## config.mk

```make
export PLATFORM = sky130hd
export DESIGN_NAME = enemy_ai_ctrl_flat
export DESIGN_NICKNAME = d
export VERILOG_FILES = /design/src/rtl/enemy_ai_ctrl_if.sv /design/src/rtl/enemy_ai_ctrl.sv /design/src/flat_wrapper.sv
export SDC_FILE = /design/constraint.sdc
export NUM_CORES = 1
export LEC_CHECK = 0
export ABC_AREA = 0
export BUFFER_PORTS_ARGS = -buffer_cell sky130_fd_sc_hd__buf_4
export CAP_MARGIN = 5
export CORE_AREA = 3 3 90 92
export DETAILED_ROUTE_END_ITERATION = 8
export DIE_AREA = 0 0 93 95
export MAX_ROUTING_LAYER = met4
export PLACE_DENSITY = 0.73
export SYNTH_ARGS = -nofsm -noshare
export SYNTH_HDL_FRONTEND = slang
export SYNTH_SLANG_ARGS = --single-unit
```

## constraint.sdc

```tcl
create_clock -name clk -period 6.2 [get_ports clk]
set_clock_uncertainty 0.15 [all_clocks]
set_input_delay 0.62 -clock clk [delete_from_list [all_inputs] [get_ports clk]]
set_output_delay 0.62 -clock clk [all_outputs]
set_load 0.05 [all_outputs]
```

## src/rtl/enemy_ai_ctrl_if.sv

```systemverilog
// rtl/enemy_ai_ctrl_if.sv - game-side bundle between the world and the enemy controller
//
// Purpose : groups the per-frame game inputs and the enemy outputs that feed
//           the enemy-bullet stage into one interface.
// Signals : frame_tick  1-cycle pulse per game frame
//           enable      game running
//           yPlayer     player centre y (signed 10b)
//           bullet_busy enemy bullet exists
//           pb_active   player bullet exists
//           pb_x        player bullet x (signed 11b)
//           attack      fire request pulse
//           defend      guard level
//           xEnemy      enemy x (signed 11b)
//           yEnemy      enemy centre y (signed 10b)
// Modports: master = game side (drives inputs), slave = controller.

interface enemy_ai_ctrl_if;
   logic               frame_tick;
   logic               enable;
   logic signed [9:0]  yPlayer;
   logic               bullet_busy;
   logic               pb_active;
   logic signed [10:0] pb_x;
   logic               attack;
   logic               defend;
   logic signed [10:0] xEnemy;
   logic signed [9:0]  yEnemy;

   modport master (
      output frame_tick, enable, yPlayer, bullet_busy, pb_active, pb_x,
      input  attack, defend, xEnemy, yEnemy
   );

   modport slave (
      input  frame_tick, enable, yPlayer, bullet_busy, pb_active, pb_x,
      output attack, defend, xEnemy, yEnemy
   );
endinterface

```

## src/rtl/enemy_ai_ctrl.sv

```systemverilog
// rtl/enemy_ai_ctrl.sv - enemy behaviour controller feeding the enemy-bullet stage
//
// Purpose : tracks the player vertically, requests a shot when aligned and the
//           enemy bullet is free, and raises a timed guard against incoming
//           player bullets. Advances once per game frame; a 16-bit LFSR adds a
//           pseudo-random extra cooldown after every shot.
// Ports   : clk    system clock
//           rst_n  asynchronous active-low reset
//           bus    enemy_ai_ctrl_if.slave (frame_tick, enable, yPlayer,
//                  bullet_busy, pb_active, pb_x in; attack, defend, xEnemy,
//                  yEnemy out, all outputs registered)

module enemy_ai_ctrl #(
   parameter int         X_START      = 280,
   parameter int         Y_LIMIT      = 200,
   parameter int         STEP_Y       = 2,
   parameter int         AIM_TOL      = 8,
   parameter int         COOL_MIN     = 20,
   parameter logic [7:0] COOL_MASK    = 8'h1F,
   parameter int         GUARD_DIST   = 120,
   parameter int         GUARD_FRAMES = 30,
   parameter int         GUARD_RCHG   = 60
) (
   input logic            clk,
   input logic            rst_n,
   enemy_ai_ctrl_if.slave bus
);

   typedef enum logic [1:0] {
      S_IDLE,
      S_TRACK,
      S_FIRE,
      S_GUARD
   } state_t;

   localparam logic signed [10:0] STEP_S = 11'(STEP_Y);
   localparam logic signed [10:0] YLIM_S = 11'(Y_LIMIT);
   localparam logic signed [10:0] AIM_S  = 11'(AIM_TOL);
   localparam logic signed [10:0] THR_S  = 11'(X_START - GUARD_DIST);

   state_t            state_q, state_d;
   logic              attack_q, attack_d;
   logic              defend_q, defend_d;
   logic signed [9:0] y_q, y_d;
   logic [15:0]       lfsr_q, lfsr_d;
   logic [7:0]        cool_q, cool_d;
   logic [4:0]        guard_q, guard_d;
   logic [5:0]        rchg_q, rchg_d;

   logic signed [10:0] dy;
   logic signed [10:0] step;
   logic signed [10:0] y_sum;
   logic signed [10:0] y_clamp;
   logic signed [9:0]  y_mov;
   logic               aligned;
   logic               threat;
   logic [15:0]        lfsr_next;
   logic [7:0]         cool_reload;

   // Datapath helpers: move toward the player by at most STEP_Y, then keep
   // the result inside the playfield. dy is taken before the move so the
   // fire decision sees the same geometry that produced this frame's move.
   always_comb begin
      dy      = $signed({bus.yPlayer[9], bus.yPlayer}) - $signed({y_q[9], y_q});
      step    = dy;
      if (dy > STEP_S) begin
         step = STEP_S;
      end else if (dy < -STEP_S) begin
         step = -STEP_S;
      end
      y_sum   = $signed({y_q[9], y_q}) + step;
      y_clamp = y_sum;
      if (y_sum > YLIM_S) begin
         y_clamp = YLIM_S;
      end else if (y_sum < -YLIM_S) begin
         y_clamp = -YLIM_S;
      end
      y_mov       = y_clamp[9:0];
      aligned     = (dy >= -AIM_S) && (dy <= AIM_S);
      threat      = bus.pb_active && (bus.pb_x > THR_S);
      // Fibonacci form, taps 16,14,13,11 counted from the output end (bit 0).
      lfsr_next   = {lfsr_q[0] ^ lfsr_q[2] ^ lfsr_q[3] ^ lfsr_q[5], lfsr_q[15:1]};
      cool_reload = 8'(COOL_MIN) + (lfsr_q[7:0] & COOL_MASK);
   end

   always_comb begin
      state_d  = state_q;
      attack_d = 1'b0;
      defend_d = 1'b0;
      y_d      = y_q;
      lfsr_d   = lfsr_q;
      cool_d   = cool_q;
      guard_d  = guard_q;
      rchg_d   = rchg_q;

      case (state_q)
         S_IDLE: begin
            if (bus.enable) begin
               state_d = S_TRACK;
            end
         end

         S_TRACK: begin
            if (!bus.enable) begin
               state_d = S_IDLE;
            end else if (bus.frame_tick) begin
               lfsr_d = lfsr_next;
               if (threat && (rchg_q == 6'd0)) begin
                  state_d  = S_GUARD;
                  guard_d  = 5'(GUARD_FRAMES);
                  defend_d = 1'b1;
               end else begin
                  y_d = y_mov;
                  if (rchg_q != 6'd0) begin
                     rchg_d = rchg_q - 6'd1;
                  end
                  if ((cool_q == 8'd0) && !bus.bullet_busy && aligned) begin
                     state_d  = S_FIRE;
                     attack_d = 1'b1;
                  end else if (cool_q != 8'd0) begin
                     cool_d = cool_q - 8'd1;
                  end
               end
            end
         end

         // One-cycle shot; ticks landing here are dropped on purpose. The
         // cooldown is reloaded even if the game stops, since the shot left.
         S_FIRE: begin
            cool_d  = cool_reload;
            state_d = bus.enable ? S_TRACK : S_IDLE;
         end

         S_GUARD: begin
            defend_d = 1'b1;
            if (!bus.enable) begin
               state_d  = S_IDLE;
               defend_d = 1'b0;
            end else if (bus.frame_tick) begin
               lfsr_d  = lfsr_next;
               guard_d = guard_q - 5'd1;
               if ((guard_q <= 5'd1) || !threat) begin
                  state_d  = S_TRACK;
                  guard_d  = 5'd0;
                  rchg_d   = 6'(GUARD_RCHG);
                  defend_d = 1'b0;
               end
            end
         end

         default: begin
            state_d = S_IDLE;
         end
      endcase
   end

   always_ff @(posedge clk or negedge rst_n) begin
      if (!rst_n) begin
         state_q  <= S_IDLE;
         attack_q <= 1'b0;
         defend_q <= 1'b0;
         y_q      <= '0;
         lfsr_q   <= 16'hACE1;
         cool_q   <= 8'(COOL_MIN);
         guard_q  <= '0;
         rchg_q   <= '0;
      end else begin
         state_q  <= state_d;
         attack_q <= attack_d;
         defend_q <= defend_d;
         y_q      <= y_d;
         lfsr_q   <= lfsr_d;
         cool_q   <= cool_d;
         guard_q  <= guard_d;
         rchg_q   <= rchg_d;
      end
   end

   assign bus.attack = attack_q;
   assign bus.defend = defend_q;
   assign bus.yEnemy = y_q;
   assign bus.xEnemy = 11'(X_START);

endmodule

```

## src/flat_wrapper.sv

```systemverilog
// flat-port wrapper written by rule: the top's interface ports become plain ports
module enemy_ai_ctrl_flat 
#(
   parameter int         X_START      = 280,
   parameter int         Y_LIMIT      = 200,
   parameter int         STEP_Y       = 2,
   parameter int         AIM_TOL      = 8,
   parameter int         COOL_MIN     = 20,
   parameter logic [7:0] COOL_MASK    = 8'h1F,
   parameter int         GUARD_DIST   = 120,
   parameter int         GUARD_FRAMES = 30,
   parameter int         GUARD_RCHG   = 60
)
  (clk, rst_n, bus_frame_tick, bus_enable, bus_yPlayer, bus_bullet_busy, bus_pb_active, bus_pb_x, bus_attack, bus_defend, bus_xEnemy, bus_yEnemy);
  enemy_ai_ctrl_if bus_i ();
  input logic clk;
  input logic rst_n;
  input wire logic [$bits(bus_i.frame_tick)-1:0] bus_frame_tick;
  input wire logic [$bits(bus_i.enable)-1:0] bus_enable;
  input wire logic [$bits(bus_i.yPlayer)-1:0] bus_yPlayer;
  input wire logic [$bits(bus_i.bullet_busy)-1:0] bus_bullet_busy;
  input wire logic [$bits(bus_i.pb_active)-1:0] bus_pb_active;
  input wire logic [$bits(bus_i.pb_x)-1:0] bus_pb_x;
  output wire logic [$bits(bus_i.attack)-1:0] bus_attack;
  output wire logic [$bits(bus_i.defend)-1:0] bus_defend;
  output wire logic [$bits(bus_i.xEnemy)-1:0] bus_xEnemy;
  output wire logic [$bits(bus_i.yEnemy)-1:0] bus_yEnemy;
  assign bus_i.frame_tick = bus_frame_tick;
  assign bus_i.enable = bus_enable;
  assign bus_i.yPlayer = bus_yPlayer;
  assign bus_i.bullet_busy = bus_bullet_busy;
  assign bus_i.pb_active = bus_pb_active;
  assign bus_i.pb_x = bus_pb_x;
  assign bus_attack = bus_i.attack;
  assign bus_defend = bus_i.defend;
  assign bus_xEnemy = bus_i.xEnemy;
  assign bus_yEnemy = bus_i.yEnemy;
  enemy_ai_ctrl #(.X_START(X_START), .Y_LIMIT(Y_LIMIT), .STEP_Y(STEP_Y), .AIM_TOL(AIM_TOL), .COOL_MIN(COOL_MIN), .COOL_MASK(COOL_MASK), .GUARD_DIST(GUARD_DIST), .GUARD_FRAMES(GUARD_FRAMES), .GUARD_RCHG(GUARD_RCHG)) u_core (.clk(clk), .rst_n(rst_n), .bus(bus_i));
endmodule
```

==> results by group, run 1 <==
Timing
  – Setup TNS Final: 0 ps
  – Least-Margin Pin Slew: 753 ps
  – Number of slew-limit violations in the final report: 0
  – Worst-case hold slack: 166 ps
  – Fin crit period: 5710 ps
  – Highest clock rate: roughly 180 MHz
  – Share of the clock period used by the worst path after layout: between 90% and 100%
  – Setup repair after global routing missed its margin: false
  – Final number of setup-violating endpoints: 0
  – Endpoints failing hold: 0
  – Slew HR: 49.7%

Floorplan
  – Total die area: 8840 um2
  – Number of cell rows: 31
  – Effective utilization at floorplan: between 50% and 60%
  – Die height: 95 um
  – Num ports: 50
  – Core Box Area: between 7000 and 8000 um2
  – Die width: 93 um

Global routing
  – First-pass GRT wire length: 13800 um
  – Grt total ovfl: 0
  – Vias in the first global route: just over 3000
  – Antenna violations before repair: 0
  – Largest net degree at the start of global routing: 50
  – Total Routing Usage GR: 20.0%

Worst setup path
  – Worst R2R Start: u_core.bus.yEnemy[1]
  – Critical path cell sequence: inv_1 -> ha_1 -> nand2b_1 -> a21oi_1 -> a2111oi_0 -> xor2_1 -> or4b_1 -> or4_1 -> or3_1 -> a21oi_1 -> ha_1 -> fa_1 -> a21o_1 -> a221oi_1 -> a21oi_1 -> a21o_1 -> a21oi_1 -> xnor2_1 -> mux2i_1 -> a22o_1
  – CP Class: flop to flop
  – Startpoint kind of the worst setup timing path: flop
  – Count of cells along the worst register-to-register path: 20
  – Top cell by count, worst path: sky130_fd_sc_hd__a21oi_1
  – Data arrival time at the worst-slack endpoint: 5810 ps
  – Delay of the slowest cell on the worst path: 540 ps
  – Critical path's slowest cell: sky130_fd_sc_hd__a2111oi_0
  – FF-to-FF End: u_core.bus.yEnemy[2]
  – CP Max Fanout: 7
  – Worst Setup End Kind: flop
  – Worst endpoint required time: 6300 ps
  – Reg2Reg Setup Slack: 490 ps

Logic synthesis
  – Flops & latches, synth: 49
  – Post-synth top flop: sky130_fd_sc_hd__dfrtp_1
  – Count of flip-flops with a built-in enable after synthesis: 0
  – Share of the yosys chip area belonging to registers: 33.9%
  – Area of the mapped netlist: 3660 um2
  – Instance count of the mapped netlist: 433
  – Average cell area after synthesis: 8.45 um2
  – Count of distinct cell types in the synthesized netlist: 64
  – Number of warnings issued by yosys: 0
  – Post-synthesis async set-or-reset flop share: between 90% and 100%

Power and ir drop
  – Worst VDD drop: 0.367 mV
  – Combinational share of power: roughly two thirds
  – Design internal power: 1.02 mW
  – PwrDens: 482 nW/um2
  – Switching portion of total power: 48.2%
  – Relative contribution of sequential cells to total power: 24.8%
  – Leakage power: roughly 2.0 nW
  – Total power of the final layout: approximately 2.0 mW
  – Portion of total power attributed to the clock network: 10.5%
  – Psw: 0.947 mW

Clocking
  – # hold bufs at CTS: 0
  – Clock edge transition at the registers on the reported setup and hold paths: 100 ps
  – H-tree levels: 2
  – Max clock buf depth: 2
  – Latest clock arrival within the worst-skew pair: 310 ps
  – Number of buffers inserted during clock tree synthesis: 5
  – Number of resized instances in the post-cts repair step: 0
  – Setup bufs post-CTS: 0
  – Clock root cell: sky130_fd_sc_hd__clkbuf_8
  – Sink Count: just under 50
  – Clock tree from TritonCTS: yes

Final layout
  – Relative area change from synthesis to final layout: 11.4%
  – Final antenna diode count: 0
  – Fraction of the core area covered by cells at the end of the flow: 55.9%
  – Fraction of layout cells with a size suffix above 1: 15.7%
  – Layout net count: 519

Status
  – Result of the run: completed

Route
  – Post-route ant nets: 0
  – Via density: between 5 and 6
  – Via total after detailed routing: 3125
  – Iter 0 DRT Violations: 192
  – Remaining design rule violation count: 0
  – Number of detailed-routing iterations run before antenna repair: 4
  – Total detailed-routing wirelength: around 8000 um
  – Routed len/inst: between 10 and 15 um

Placement
  – HPWL Detailed: between 6000 and 7000 um
  – Placer's final routability congestion estimate: 0.795
  – Count of input and output buffers: 38

Run
  – Total of max-cap violations: 0

Hold path
  – Type of the tightest min-delay check: primary input to asynchronous set/reset pin
[cell usage in the layout, fill, tap and decap left out, types with 7 or more instances in the layout]
| cell type | count |
|---|---|
| sky130_fd_sc_hd__buf_4 | 39 |
| sky130_fd_sc_hd__conb_1 | 11 |
| sky130_fd_sc_hd__nor2_1 | 31 |
| sky130_fd_sc_hd__inv_1 | 20 |
| sky130_fd_sc_hd__nand2_1 | 78 |
| sky130_fd_sc_hd__a21oi_1 | 27 |
| sky130_fd_sc_hd__dfstp_2 | 10 |
| sky130_fd_sc_hd__nand3_1 | 8 |
| sky130_fd_sc_hd__xnor2_1 | 13 |
| sky130_fd_sc_hd__nand2b_1 | 7 |
| sky130_fd_sc_hd__o221a_2 | 7 |
| sky130_fd_sc_hd__ha_1 | 25 |
| sky130_fd_sc_hd__nor3_1 | 9 |
| sky130_fd_sc_hd__o21ai_0 | 27 |
| sky130_fd_sc_hd__a21o_1 | 7 |
| sky130_fd_sc_hd__xor2_1 | 13 |
| sky130_fd_sc_hd__dfrtp_1 | 39 |
[worst max path at each step]
stage,from,end,slack [ps],cells past startpoint
global route,u_core.bus.yEnemy[1],u_core.bus.yEnemy[2],8,20
CTS,u_core.bus.yEnemy[1],u_core.bus.yEnemy[3],560,20
detailed placement,bus_yPlayer[4],u_core.bus.yEnemy[3],410,19
finish,u_core.bus.yEnemy[1],u_core.bus.yEnemy[2],490,20
floorplan,u_core.bus.yEnemy[1],u_core.bus.yEnemy[3],910,20
global placement,bus_yPlayer[4],u_core.bus.yEnemy[1],660,19
[cells in the mapped netlist, drive strengths merged, types with 2 or more instances]
library cell | count | area (um2)
a211oi | 4 | 30.0
dfrtp | 39 | 976
nand2 | 78 | 293
or3 | 3 | 18.8
or4 | 2 | 15.0
nor2 | 32 | 128
conb | 2 | 7.51
o211ai | 2 | 15.0
nor3 | 9 | 45.0
and3 | 6 | 38.8
xor2 | 13 | 114
nand3b | 2 | 15.0
nand3 | 8 | 40.0
o221a | 8 | 98.9
nor3b | 2 | 15.0
buf | 14 | 96.3
o21ai | 29 | 156
a22oi | 3 | 22.5
inv | 20 | 75.1
o22ai | 2 | 12.5
a21o | 8 | 61.3
mux2i | 4 | 40.0
dfstp | 10 | 263
o21a | 6 | 45.0
a31oi | 4 | 25.0
ha | 25 | 313
fa | 2 | 40.0
o21bai | 2 | 15.0
xnor2 | 13 | 114
nand4 | 4 | 25.0
a21oi | 28 | 151
a211o | 4 | 35.0
a22o | 6 | 52.6
clkbuf | 9 | 33.8
nor2b | 3 | 18.8
a311oi | 2 | 17.5
nand2b | 7 | 43.8
[critical path: cells and delay by family, from the launching register on]
| family | cells | cell delay [ps] |
|---|---|---|
| XOR/XNOR | 2 | 610 |
| buffers and inverters | 1 | 80 |
| AND/OR/NAND/NOR | 4 | 1400 |
| adder cells (fa/ha/maj) | 3 | 710 |
| AO/OA/AOI/OAI | 9 | 1710 |
| multiplexers | 1 | 460 |
| flip-flops | 1 | 530 |
[power by group through the flow]
stage / Sequential (mW) / Clock, mW / Combinational, mW
final: 0.487 / 0.207 / 1.27
after floorplan: 0.542 / 0 / 0.936
after global placement: 0.488 / 0 / 1.23
after global routing: 0.501 / 0.229 / 1.42
after detailed placement: 0.490 / 0 / 1.26
after CTS: 0.486 / 0.214 / 1.26
[cell families after synthesis]
logic type	count (synthesis)	synth area share (%)
AOI/OAI and AO/OA	118	22.6
xor gates and xnor gates	26	6.22
buffers and inverters	43	5.61
and+or+nand+nor	164	20.8
other	2	0.205
adders and majority gates	27	9.64
muxes	4	1.09
DFF	49	33.9
[area by class of cell]
type / instances / area [um2]
fill: 686 / 3220
inverter: 20 / 75.1
clock inverter: 3 / 28.8
tap: 99 / 124
multi-input combinational: 350 / 2250
clock buffer: 5 / 68.8
timing repair buffer: 39 / 293
sequential: 49 / 1240
[layer usage]
| layer | vias up | part of all wire (%) | global-route usage, % |
|---|---|---|---|
| li1 | 1579 | - | - |
| met1 | 1461 | 47 | 24.9 |
| met2 | 73 | 48 | 33.4 |
| met3 | 12 | 3.8 | 2.55 |
| met4 | 0 | 1.5 | 7.33 |
| met5 | - | 0 | - |
[registers in the layout (all words and copies together), names as in the netlist]
name / count
u_core.lfsr_q: 16
u_core.bus.yEnemy: 10
u_core.cool_q: 8
u_core.rchg_q: 6
u_core.guard_q: 5
u_core.state_q: 2
u_core.bus.attack: 1
u_core.bus.defend: 1
[per-stage QoR]
step,instance area [um2],std cells,setup WS [ps]
floorplan,3690,442,907
global placement,3980,557,655
detailed placement,3980,557,410
CTS,4080,565,557
global route,4080,565,8.19
finish,4080,565,490
Note: power is estimated with default switching activity, not from simulation.
==> run 2: changes to the inputs <==
- PLACE_DENSITY: 0.73 -> 0.75
- clock period: 6.2 -> 5.25 ns (I/O delays scaled with it)
==> run 2 against run 1 <==
Effect of this change:
- count of clock-buffer cells in the layout increased by 1
- critical endpoint is now u_core.bus.yEnemy[5]
- sequential cell count unchanged
- critical path type unchanged
- highest routed layer unchanged
- fmax increased by 14%
- sequential share of layout area decreased by 1.7 points
- combinational power increased by 42%
- core utilization increased by 3.6 points
- first-iteration DRC count increased by 5.2%
- sequential power increased by 16%
- worst setup slack got worse by 250 ps
- power increased by 33%
==> results by group, run 2 (synthesized netlist as in run 1, its figures left out) <==
Global routing
  – Antenna violations before repair: 0
  – Grt total ovfl: 0
  – Largest net degree at the start of global routing: 50
  – First-pass GRT wire length: 13600 um
  – Vias in the first global route: a little under 3000
  – Total Routing Usage GR: 19.6%

Floorplan
  – Effective utilization at floorplan: 50.2%
  – Number of cell rows: 31
  – Total die area: 8840 um2
  – Die width: roughly 93 um
  – Num ports: 50
  – Core Box Area: about 7300 um2
  – Die height: 95 um

Timing
  – Share of the clock period used by the worst path after layout: 95.3%
  – Least-Margin Pin Slew: 777 ps
  – Worst-case hold slack: around 68 ps
  – Setup TNS Final: 0 ps
  – Slew HR: 48.1%
  – Smallest setup slack after layout: between 200 and 250 ps
  – Endpoints failing hold: 0
  – Final number of setup-violating endpoints: 0
  – Number of slew-limit violations in the final report: 0
  – Highest clock rate: 200 MHz
  – Fin crit period: 5010 ps

Final layout
  – Most frequent cells in the layout: sky130_fd_sc_hd__nand2_1, sky130_fd_sc_hd__buf_4, sky130_fd_sc_hd__dfrtp_1
  – Cell Count, Final, Fillers Out: 588
  – Final instance area: 4340 um2
  – Final antenna diode count: 0
  – Relative area change from synthesis to final layout: 18.6%
  – Fraction of layout cells with a size suffix above 1: 23.1%
  – Fill cell total of the finished layout: 647
  – Number of flip-flops in the largest register: 16
  – Layout net count: 542
  – Register with the most flip-flops: u_core.lfsr_q
  – Fraction of the core area covered by cells at the end of the flow: approximately three fifths
  – Most frequent standard cell in the layout excluding fill and tap cells: sky130_fd_sc_hd__nand2_1

Power and ir drop
  – Portion of total power attributed to the clock network: 9.6%
  – Relative contribution of sequential cells to total power: 21.6%
  – Total power of the final layout: 2.62 mW
  – Leakage power: 2.08 nW
  – Switching portion of total power: between 40% and 50%
  – Psw: 1.21 mW
  – Design internal power: 1.41 mW
  – Worst VDD drop: around 0.38 mV
  – Combinational share of power: 68.7%
  – PwrDens: 604 nW/um2

Clocking
  – Clock root cell: sky130_fd_sc_hd__clkbuf_8
  – Clock tree from TritonCTS: yes
  – Number of buffers inserted during clock tree synthesis: 5
  – Max clock buf depth: 2
  – Latest clock arrival within the worst-skew pair: 300 ps
  – H-tree levels: 2
  – Clock edge transition at the registers on the reported setup and hold paths: 90 ps
  – Sink Count: 49
  – # hold bufs at CTS: 0

Route
  – Via density: 5.55
  – Post-route ant nets: 0
  – Number of detailed-routing iterations run before antenna repair: 4
  – Iter 0 DRT Violations: 202
  – Routed len/inst: about 14 um
  – Via total after detailed routing: roughly 3300
  – Total detailed-routing wirelength: 8350 um
  – Remaining design rule violation count: 0

Worst setup path
  – CP Max Fanout: 4
  – Worst endpoint required time: 5290 ps
  – Worst Setup End Kind: flop
  – Worst R2R Start: u_core.bus.yEnemy[0]
  – Data arrival time at the worst-slack endpoint: slightly above 5000 ps
  – CP Class: flop to flop
  – Startpoint kind of the worst setup timing path: flop
  – CP Launch Point: u_core.bus.yEnemy[0]

Placement
  – Count of input and output buffers: 38
  – Number of placed cells counting well taps: 573
  – Placer's final routability congestion estimate: 1.02
  – HPWL Detailed: 6300 um
  – Instance area after placement: between 4000 and 5000 um2
  – Post-Place Setup Slack: -148 ps

Hold path
  – Type of the tightest min-delay check: primary input to asynchronous set/reset pin

Run
  – Total of max-cap violations: 0

Status
  – Result of the run: completed
## run 2: layout make-up
| class | instances | area (um2) | area share (%) |
|---|---|---|---|
| Timing Repair Buffer | 62 | 465 | 10.7 |
| Multi-Input combinational cell | 350 | 2320 | 53.5 |
| Inverter | 20 | 75.1 | 1.73 |
| Clock buffer | 6 | 93.8 | 2.16 |
| Sequential cell | 49 | 1240 | 28.6 |
| Tap cell | 99 | 124 | 2.86 |
| Clock inverter | 2 | 16.3 | 0.375 |
## run 2: routing by layer
| metal | track usage [%] | vias up | share of wire (%) | routed length, um |
|---|---|---|---|---|
| met5 | - | - | 0 | 0 |
| met3 | 2.07 | 10 | 4.3 | 360 |
| met2 | 33.2 | 79 | 49 | 4060 |
| li1 | - | 1620 | - | - |
| met4 | 4.52 | 0 | 1.1 | 89 |
| met1 | 25.5 | 1556 | 46 | 3840 |
## run 2: critical path: stages (launching register included)
cell and delay, ps:
sky130_fd_sc_hd__dfrtp_2 450, sky130_fd_sc_hd__ha_1 230, sky130_fd_sc_hd__fa_2 350, sky130_fd_sc_hd__nand2b_4 150, sky130_fd_sc_hd__a211oi_1 270, sky130_fd_sc_hd__buf_4 180
sky130_fd_sc_hd__o22ai_1 70, sky130_fd_sc_hd__xor2_1 180, sky130_fd_sc_hd__or4_1 530, sky130_fd_sc_hd__or3_1 330, sky130_fd_sc_hd__a21oi_2 160, sky130_fd_sc_hd__ha_2 210
sky130_fd_sc_hd__fa_2 210, sky130_fd_sc_hd__a21o_1 150, sky130_fd_sc_hd__a221oi_2 70, sky130_fd_sc_hd__a21oi_1 200, sky130_fd_sc_hd__a21o_1 160, sky130_fd_sc_hd__a21oi_1 100
sky130_fd_sc_hd__xnor2_2 150, sky130_fd_sc_hd__buf_4 170, sky130_fd_sc_hd__buf_4 130, sky130_fd_sc_hd__o21bai_1 80, sky130_fd_sc_hd__a22o_1 200
## run 2: worst paths after layout
| path | slack, ps | endpoint | cells after the start |
|---|---|---|---|
| max | 240 | u_core.bus.yEnemy[5] | 22 |
| min | 70 | u_core.rchg_q[4] | 1 |
| max reg2reg | 240 | u_core.bus.yEnemy[5] | 22 |
| min reg2reg | 310 | u_core.lfsr_q[6] | 2 |
| max in group asynchronous | 4450 | u_core.bus.yEnemy[0] | 1 |
| min in group clk | 310 | u_core.lfsr_q[6] | 2 |
## run 2: repair_timing
action,CTS,global route
resized for setup,3,17
pin swaps,0,6
endpoints found under the setup margin,4,10
setup buffers,0,7
## run 2: power by group through the flow
| stage | Combinational, mW | Sequential, mW | Clock [mW] |
|---|---|---|---|
| after floorplan | 1.11 | 0.641 | 0 |
| after global placement | 1.57 | 0.572 | 0 |
| after detailed placement | 1.62 | 0.570 | 0 |
| after CTS | 1.65 | 0.568 | 0.259 |
| after global routing | 1.97 | 0.581 | 0.270 |
| final | 1.80 | 0.567 | 0.252 |
